## src/rtl/pwm_pkg.sv

```systemverilog
// Shared types, widths and saturating duty arithmetic for the PWM duty controller.
package pwm_pkg;

    localparam int unsigned DUTY_W   = 8;
    localparam int unsigned PERIOD_W = 24;

    localparam logic [DUTY_W-1:0] DUTY_MAX = 8'd100;

    typedef enum logic [1:0] {
        ST_MANUAL = 2'd0,
        ST_RISE   = 2'd1,
        ST_FALL   = 2'd2
    } state_e;

    // Add with clamp at DUTY_MAX; the 9-bit sum cannot wrap for 8-bit operands.
    function automatic logic [DUTY_W-1:0] duty_add_sat(input logic [DUTY_W-1:0] duty,
                                                       input logic [DUTY_W-1:0] step);
        logic [DUTY_W:0] sum;
        sum = {1'b0, duty} + {1'b0, step};
        if (sum > {1'b0, DUTY_MAX}) begin
            return DUTY_MAX;
        end
        return sum[DUTY_W-1:0];
    endfunction

    // Subtract with clamp at zero; the extra top bit is the borrow.
    function automatic logic [DUTY_W-1:0] duty_sub_sat(input logic [DUTY_W-1:0] duty,
                                                       input logic [DUTY_W-1:0] step);
        logic [DUTY_W:0] diff;
        diff = {1'b0, duty} - {1'b0, step};
        if (diff[DUTY_W]) begin
            return '0;
        end
        return diff[DUTY_W-1:0];
    endfunction

endpackage

```

## src/rtl/key_debounce.sv

```systemverilog
// Synchroniser plus debouncer for one active-low push-button.
// Key_Level is the accepted (debounced) level; Key_Press pulses for one cycle as the
// accepted level falls. A key already held when reset is released produces no press
// until it has been released and pressed again.
module key_debounce
    import pwm_pkg::*;
#(
    parameter int unsigned DB_CYCLES = 1_000_000
) (
    input  logic CLK,
    input  logic RST,
    input  logic Key_In,
    output logic Key_Level,
    output logic Key_Press
);

    localparam int unsigned        CNT_W    = (DB_CYCLES > 1) ? $clog2(DB_CYCLES) : 1;
    localparam logic [CNT_W-1:0]   CNT_LAST = CNT_W'(DB_CYCLES - 1);

    logic             sync1_q, sync2_q;
    logic             level_q, level_d;
    logic             armed_q, armed_d;
    logic [1:0]       settle_q;
    logic [CNT_W-1:0] cnt_q, cnt_d;

    // Debounce counter, level flip and arming decision.
    always_comb begin
        cnt_d   = '0;
        level_d = level_q;
        armed_d = armed_q;
        if (sync2_q != level_q) begin
            if (cnt_q == CNT_LAST) begin
                level_d = sync2_q;
            end else begin
                cnt_d = cnt_q + CNT_W'(1);
            end
        end
        // settle_q[1] marks that sync2_q now reflects the real pin, not the reset value.
        if (settle_q[1] && sync2_q && level_q) begin
            armed_d = 1'b1;
        end
    end

    // Synchroniser, debounce state and post-reset arming.
    always_ff @(posedge CLK) begin
        if (RST) begin
            sync1_q  <= 1'b1;
            sync2_q  <= 1'b1;
            level_q  <= 1'b1;
            cnt_q    <= '0;
            armed_q  <= 1'b0;
            settle_q <= 2'b00;
        end else begin
            sync1_q  <= Key_In;
            sync2_q  <= sync1_q;
            level_q  <= level_d;
            cnt_q    <= cnt_d;
            armed_q  <= armed_d;
            settle_q <= {settle_q[0], 1'b1};
        end
    end

    assign Key_Level = level_q;
    assign Key_Press = armed_q & level_q & ~level_d;

endmodule

```

## src/rtl/pwm_duty_ctrl.sv

```systemverilog
// Turns three raw keys into Duty / Count_P for the PWM generator.
// MANUAL steps Duty with Up/Down; RISE/FALL ramp Duty between 0 and 100 autonomously.
module pwm_duty_ctrl
    import pwm_pkg::*;
#(
    parameter int unsigned DB_CYCLES    = 1_000_000,
    parameter int unsigned STEP         = 10,
    parameter int unsigned DUTY_INIT    = 50,
    parameter int unsigned BREATHE_TICK = 500_000,
    // 100 * PERIOD_CYC must fit the generator's 24-bit product, so at most 167_772.
    parameter int unsigned PERIOD_CYC   = 50_000
) (
    input  logic                CLK,
    input  logic                RST,
    input  logic                Key_Up,
    input  logic                Key_Down,
    input  logic                Key_Mode,
    output logic [DUTY_W-1:0]   Duty,
    output logic [PERIOD_W-1:0] Count_P,
    output logic                Mode,
    output logic                Duty_Upd
);

    localparam int unsigned       TICK_W    = (BREATHE_TICK > 1) ? $clog2(BREATHE_TICK) : 1;
    localparam logic [TICK_W-1:0] TICK_LAST = TICK_W'(BREATHE_TICK - 1);
    localparam logic [DUTY_W-1:0] STEP_D    = DUTY_W'(STEP);
    localparam logic [DUTY_W-1:0] INIT_D    = DUTY_W'(DUTY_INIT);

    logic              up_ev, down_ev, mode_ev;
    logic [2:0]        unused_key_level;

    state_e            state_q, state_d;
    logic [DUTY_W-1:0] duty_q, duty_d, duty_prev_q;
    logic [TICK_W-1:0] tick_q, tick_d;
    logic              mode_q, upd_q;

    key_debounce #(.DB_CYCLES(DB_CYCLES)) u_key_up (
        .CLK       (CLK),
        .RST       (RST),
        .Key_In    (Key_Up),
        .Key_Level (unused_key_level[0]),
        .Key_Press (up_ev)
    );

    key_debounce #(.DB_CYCLES(DB_CYCLES)) u_key_down (
        .CLK       (CLK),
        .RST       (RST),
        .Key_In    (Key_Down),
        .Key_Level (unused_key_level[1]),
        .Key_Press (down_ev)
    );

    key_debounce #(.DB_CYCLES(DB_CYCLES)) u_key_mode (
        .CLK       (CLK),
        .RST       (RST),
        .Key_In    (Key_Mode),
        .Key_Level (unused_key_level[2]),
        .Key_Press (mode_ev)
    );

    // Next state, next duty and breathe tick; the tick counter idles at zero in MANUAL.
    always_comb begin
        state_d = state_q;
        duty_d  = duty_q;
        tick_d  = '0;
        unique case (state_q)
            ST_MANUAL: begin
                if (mode_ev) begin
                    state_d = (duty_q >= DUTY_MAX) ? ST_FALL : ST_RISE;
                end else if (up_ev && !down_ev) begin
                    duty_d = duty_add_sat(duty_q, STEP_D);
                end else if (down_ev && !up_ev) begin
                    duty_d = duty_sub_sat(duty_q, STEP_D);
                end
            end
            ST_RISE: begin
                // A mode press wins over a tick wrap in the same cycle.
                if (mode_ev) begin
                    state_d = ST_MANUAL;
                end else if (tick_q == TICK_LAST) begin
                    duty_d = duty_add_sat(duty_q, 8'd1);
                    if (duty_d == DUTY_MAX) begin
                        state_d = ST_FALL;
                    end
                end else begin
                    tick_d = tick_q + TICK_W'(1);
                end
            end
            ST_FALL: begin
                if (mode_ev) begin
                    state_d = ST_MANUAL;
                end else if (tick_q == TICK_LAST) begin
                    duty_d = duty_sub_sat(duty_q, 8'd1);
                    if (duty_d == '0) begin
                        state_d = ST_RISE;
                    end
                end else begin
                    tick_d = tick_q + TICK_W'(1);
                end
            end
            default: begin
                state_d = ST_MANUAL;
            end
        endcase
    end

    // State, duty and indicator registers; Duty_Upd compares against last cycle's Duty.
    always_ff @(posedge CLK) begin
        if (RST) begin
            state_q     <= ST_MANUAL;
            duty_q      <= INIT_D;
            tick_q      <= '0;
            mode_q      <= 1'b0;
            duty_prev_q <= INIT_D;
            upd_q       <= 1'b0;
        end else begin
            state_q     <= state_d;
            duty_q      <= duty_d;
            tick_q      <= tick_d;
            mode_q      <= (state_d != ST_MANUAL);
            duty_prev_q <= duty_q;
            upd_q       <= (duty_q != duty_prev_q);
        end
    end

    assign Duty     = duty_q;
    assign Count_P  = PERIOD_W'(PERIOD_CYC);
    assign Mode     = mode_q;
    assign Duty_Upd = upd_q;

endmodule
```

## config.mk

```make
export PLATFORM = sky130hd
export DESIGN_NAME = pwm_duty_ctrl
export DESIGN_NICKNAME = d
export VERILOG_FILES = /design/src/rtl/pwm_pkg.sv /design/src/rtl/key_debounce.sv /design/src/rtl/pwm_duty_ctrl.sv
export SDC_FILE = /design/constraint.sdc
export NUM_CORES = 1
export LEC_CHECK = 0
export BUFFER_PORTS_ARGS = -buffer_cell sky130_fd_sc_hd__buf_2
export CAP_MARGIN = 20
export CORE_AREA = 2 2 145 111
export DETAILED_ROUTE_END_ITERATION = 8
export DIE_AREA = 0 0 147 113
export PLACE_DENSITY = 0.66
export SKIP_LAST_GASP = 1
export SLEW_MARGIN = 20
export SYNTH_ARGS = -nofsm -noshare
export SYNTH_HDL_FRONTEND = slang
export SYNTH_SLANG_ARGS = --single-unit
```

## constraint.sdc

```tcl
create_clock -name CLK -period 6 [get_ports CLK]
set_input_delay 0.3 -clock CLK [delete_from_list [all_inputs] [get_ports CLK]]
set_output_delay 0.3 -clock CLK [all_outputs]
set_load 0.02 [all_outputs]
```

==> results of run 1 <==
state kept, by name (all words and copies together), names as in the netlist, 2 cells and up:
signal            cells
u_key_down.cnt_q     20
u_key_mode.cnt_q     20
u_key_up.cnt_q       20
tick_q               19
Duty                  8
duty_prev_q           8
state_q               2
report_power, final:
group	switching [mW]	internal, mW	total (mW)
combinational	0.0236	0.00549	0.0290
sequential	0.00267	0.755	0.758
clock	0.382	0.784	1.17
cell usage after synthesis, drive strengths merged, types with 5 or more instances:
| cell | n | area (um2) |
|---|---|---|
| buf | 42 | 275 |
| dfxtp | 113 | 2260 |
| nand2b | 8 | 50.1 |
| nor3 | 15 | 75.1 |
| nand4 | 17 | 113 |
| clkbuf | 12 | 45.0 |
| nand3 | 45 | 225 |
| and3 | 14 | 87.6 |
| inv | 23 | 86.3 |
| o311ai | 6 | 52.6 |
| nor2b | 7 | 43.8 |
| nor4 | 11 | 105 |
| a21oi | 15 | 75.1 |
| nor2 | 124 | 465 |
| xnor2 | 40 | 350 |
| xor2 | 50 | 438 |
| nand2 | 57 | 216 |
| o31ai | 5 | 37.5 |
| or2 | 9 | 56.3 |
| o21ai | 17 | 85.1 |
| ha | 15 | 188 |
| a31oi | 8 | 50.1 |
per-stage QoR:
stage / area [um2] / hold slack (ps) / cells / util / power [mW]
6_report: 6790 / 82.2 / 948 / 0.449 / 1.95
5_1_grt: 6790 / 78.3 / 948 / 0.449 / 2.01
4_1_cts: 6790 / 73.6 / 948 / 0.449 / 1.97
3_5_place_dp: 6110 / 397 / 916 / 0.404 / 0.803
3_3_place_gp: 6110 / 392 / 916 / 0.404 / 0.803
2_1_floorplan: 6070 / 389 / 747 / - / 0.810
final cells by class:
type,instances,share of cell area
sequential,113,0.333
clock buffer,17,0.0627
clock inverter,15,0.0378
tap,205,0.0378
timing repair buffer,18,0.0147
inverter,24,0.0133
multi-input combinational,556,0.501
worst max-delay path, stage by stage, from the launching register on:
cell and delay [ps]:
dfxtp_1 370, ha_1 200, nand3_1 120, nor2_1 290
nand2_1 90, nor3_1 320, and4b_1 270, ha_1 230
a21oi_1 170, o211a_2 410, nand2_2 110, a2111oi_0 370
a311oi_1 90
layer usage:
| layer | track usage | vias up | share of wire |
|---|---|---|---|
| met5 | 0 | - | 0 |
| met4 | 0.0558 | 0 | 0.015 |
| met3 | 0.0492 | 22 | 0.076 |
| met2 | 0.223 | 155 | 0.42 |
| met1 | 0.226 | 2232 | 0.49 |
| li1 | - | 2465 | - |
how the worst max path moves through the flow:
| stage | end | slack (ps) | cells after the start |
|---|---|---|---|
| floorplan | Duty[3] | 3310 | 12 |
| global placement | Duty[3] | 2900 | 12 |
| detailed placement | Duty[3] | 2840 | 12 |
| CTS | Duty[3] | 2800 | 12 |
| global route | Duty[3] | 2430 | 12 |
| finish | Duty[3] | 2810 | 12 |
cell families after synthesis:
group / synth area share
AOI/OAI and AO/OA: 0.106
and+or+nand+nor: 0.275
adders and majority gates: 0.0313
DFF: 0.378
xor gates and xnor gates: 0.132
buffers and inverters: 0.0685
muxes: 0.00857
other: 0.00125
==> run metrics, run 1 <==
outcome finished, final reports clean; FF-to-FF setup slack about 2800 ps; Post-synth ARST share 0; Core Rows 39; layout cells sized above 1 0.0942; Post-DRT Antenna Nets 0; Port Buffers 14; setup bufs post-CTS 0; Total GRT Usage 0.158; DRC viols 0; Die H about 110 um; Starting Density 0.396; Final Cycle Share 0.531; IR Drop Worst-Case VDD around 0.18 mV; Max Fclk ~0.31 GHz; Hold Path Class input pin to flip-flop; crit path kind flip-flop to flip-flop; clock slew at reported path FFs roughly 60 ps; Pleak 2.39 nW; initial antenna violation count 0; Final Hold Violating Endpoints 0; vias per inst about 5.1; Pwr Density around 290 mW/mm2; worst path arrival time about 3500 ps; most common cell after layout, fill and taps aside nor2_1; worst-path fanout max 16; Routed Wire Length approximately 13 mm; total core area 0.0151 mm2; number of iterations in the first detailed-routing pass 5; Startpoint Class flip-flop; Die Wd around 150 um; gr ovfl total 0; number of diodes 0; fin worst setup slack between 2000 and 3000 ps; Worst R2R Path Depth 12; Clock Skews between 10 and 15 ps; max_cap viols 0; post-layout min period around 3200 ps; Final Max Tran Viols 0; top_reg_cell synth dfxtp_1; hold_sp Key_Mode; fillers roughly 1,500; via count a little under 5,000; CTS tree yes; most frequent cells in the layout 124 x nor2_1, 113 x dfxtp_1, 56 x nand2_1; cell area after synthesis roughly 0.0060 mm2; # H-tree levels 4; Cells after Synth 725; reg2reg end Duty[3]; first-pass GRT wire length 21.5 mm; clock latency on the worst-skew pair 420 ps; total CTS buffers 17; DR iter-0 viols between 400 and 500; number of hold buffers added after CTS 0; die area 0.0166 mm2; Req. time, crit path between 6000 and 7000 ps; area of the multi-input gates 0.00340 mm2; Root Buffer clkbuf_16; P&R area growth vs syn 13.4%; number of global-route vias before repair 4,431; nets 750; number of synthesized flops with an enable pin 0; DP HPWL 8.48 mm; Yosys cell types 70; Routed WL per cell 13.4 um; dpl ws 2840 ps; Reg area between 0.002 and 0.0025 mm2; Resized cells post-CTS 0; Clock Path Buffers 2; largest net degree at the start of global routing 29; Hold Path Cell Cnt 2; RSZ-0062 raised after global routing false; sequential area share after synthesis 0.378; CP startpoint u_key_up.cnt_q[0]; Reg-to-Reg Start u_key_up.cnt_q[0]; yosys warns 0; Ports 39; clock sink count around 110; Worst Max-Slew Pin Slew about 900 ps; routability cong. about 0.88; TNS Setup 0 ps; Synth Register Bits approximately 110; Avg Inst Size Synth approximately 8.3 um2; setup violators final 0; crit path capture type flip-flop; Slew HR 0.401; Hold Path End u_key_mode.sync1_q
(Power assumes the default switching activity.)
==> inputs of run 2 (changes only) <==
Clock period 6 ns to 3 ns, I/O delays scaled along.
==> run metrics, run 2 (synthesis results as in run 1) <==
outcome finished, final reports clean; first-pass GRT wire length 22.4 mm (+4.3%); max incr delay on CP 400 ps (about the same); Ports 39 (unchanged); vias per inst 5.09 (-0.98%); WL met3 1.03 mm (+6.6%); Core Rows 39 (unchanged); worst path arrival time 3060 ps (-400 ps); Reg area 0.00226 mm2 (unchanged); Pwr Density 555 mW/mm2 (+93%); fillers 1,487 (+0.61%); wire length on met1 6.38 mm (+1.9%); dpl ws 113 ps (-2730 ps); Startpoint Class flip-flop; most common cell after layout, fill and taps aside nor2_1; Starting Density 0.396 (unchanged); DRC viols 0 (unchanged); Slew HR 0.527 (+0.127); fin worst setup slack 265 ps (-2550 ps); Max Fclk 0.366 GHz (+16%); initial antenna violation count 0 (unchanged); Port Buffers 14 (unchanged); critical path's slowest cell a2111oi_0; total core area 0.0151 mm2 (unchanged); crit path capture type flip-flop; routed length on met2 5.36 mm (+1.4%); post-layout min period 2740 ps (-450 ps); hold_sp RST; Pleak 2.51 nW (+5.0%); worst-path fanout max 9 (-7); nets 769 (+2.5%); clock latency on the worst-skew pair 410 ps (about the same); layout cells sized above 1 0.117 (+0.0226); most frequent cells in the layout 124 x nor2_1, 113 x dfxtp_1, 56 x nand2_1; number of diodes 0 (unchanged); Final Cycle Share 0.912 (+0.381); RSZ-0062 raised after global routing false; Root Buffer clkbuf_16; Post-DRT Antenna Nets 0 (unchanged); CTS tree yes; via count 4,923 (+1.0%); gr ovfl total 0 (unchanged); DP HPWL 8.93 mm (+5.3%); TNS Setup 0 ps (unchanged); clock sink count 113 (unchanged); Final Max Tran Viols 0 (unchanged); P&R area growth vs syn 16.2%; Final Hold Violating Endpoints 0 (unchanged); max_cap viols 0 (unchanged); Total GRT Usage 0.166 (+0.00825); Req. time, crit path 3330 ps (-2950 ps); Hold Path Class input pin to flip-flop; Worst Max-Slew Pin Slew 708 ps (-190 ps); worst-path cell chain ha_1 -> nand3_1 -> nor2_1 -> nand2_1 -> nor3_4 -> and4b_1 -> ha_1 -> nand2b_1 -> a2111oi_0 -> o31ai_1 -> a311oi_1; Clock Skews 9.02 ps (-5.49 ps); crit path kind flip-flop to flip-flop; biggest regs u_key_down.cnt_q: 20 flops, u_key_mode.cnt_q: 20 flops, u_key_up.cnt_q: 20 flops; number of global-route vias before repair 4,619 (+4.2%); top sig layer met4; Routed WL per cell 13.4 um (-0.17%); Die H 113 um (unchanged); CP Buf/Inv Count 0 (unchanged); area of the multi-input gates 0.00343 mm2 (+0.81%); fin util 0.460 (+0.0113); # H-tree levels 4 (unchanged); largest net degree at the start of global routing 29 (unchanged); routability cong. 0.918 (+4.5%); CP startpoint u_key_up.cnt_q[0]; IR Drop Worst-Case VDD 0.444 mV (+140%); setup violators final 0 (unchanged); total CTS buffers 17 (unchanged); Clock Path Buffers 2 (unchanged); clock slew at reported path FFs 50 ps (about the same); Routed Wire Length 12.9 mm (+1.8%); number of iterations in the first detailed-routing pass 5 (unchanged); total power 3.86 mW (+98%); Reg-to-Reg Start u_key_up.cnt_q[0]; Die Wd 147 um (unchanged); Crit path top cell by count ha_1; Crit path max-delay family simple AND/OR/NAND/NOR gates; minimum hold slack 177 ps (+94.9 ps); DR iter-0 viols 427 (-4.3%); die area 0.0166 mm2 (unchanged)
-- run 2: repair_timing --
item / CTS / global route
hold endpoints to repair: 3 / 0
endpoints found under the setup margin: 0 / 8
hold buffers: 3 / 0
setup buffers: 0 / 0
resized for setup: 0 / 6
-- run 2: final timing paths --
check,to,slack [ps],cells past startpoint
setup / recovery,Duty[3],260,11
hold / removal,duty_prev_q[2],180,2
setup reg to reg,Duty[3],260,11
hold reg to reg,u_key_up.sync2_q,410,1
-- run 2: layout make-up --
type,instances,share of cell area
multi-input cells,556,0.492
flip-flops and latches,113,0.325
clock buffers,19,0.0636
well taps,205,0.0369
repair buffers,37,0.0360
clock inverters,13,0.0334
inverters,24,0.0129
-- run 2: through the flow --
stage               area [um2]  cells
global placement          6230    932
detailed placement        6230    932
CTS                       6930    967
global route              6960    967
finish                    6960    967
floorplan                 6070    747
-- run 2: report_power, final --
part | total, mW | switching, mW | leakage [nW] | internal (mW)
Clock | 2.28 | 0.705 | 0.316 | 1.58
Combinational | 0.0613 | 0.0478 | 1.28 | 0.0135
Sequential | 1.52 | 0.00583 | 0.913 | 1.51
Total | 3.86 | 0.758 | 2.51 | 3.10
-- run 2: metal layers --
metal  track usage  vias up
li1              -     2509
met1         0.235     2236
met2         0.235      162
met3        0.0524       16
met4        0.0641        0
met5             0        -
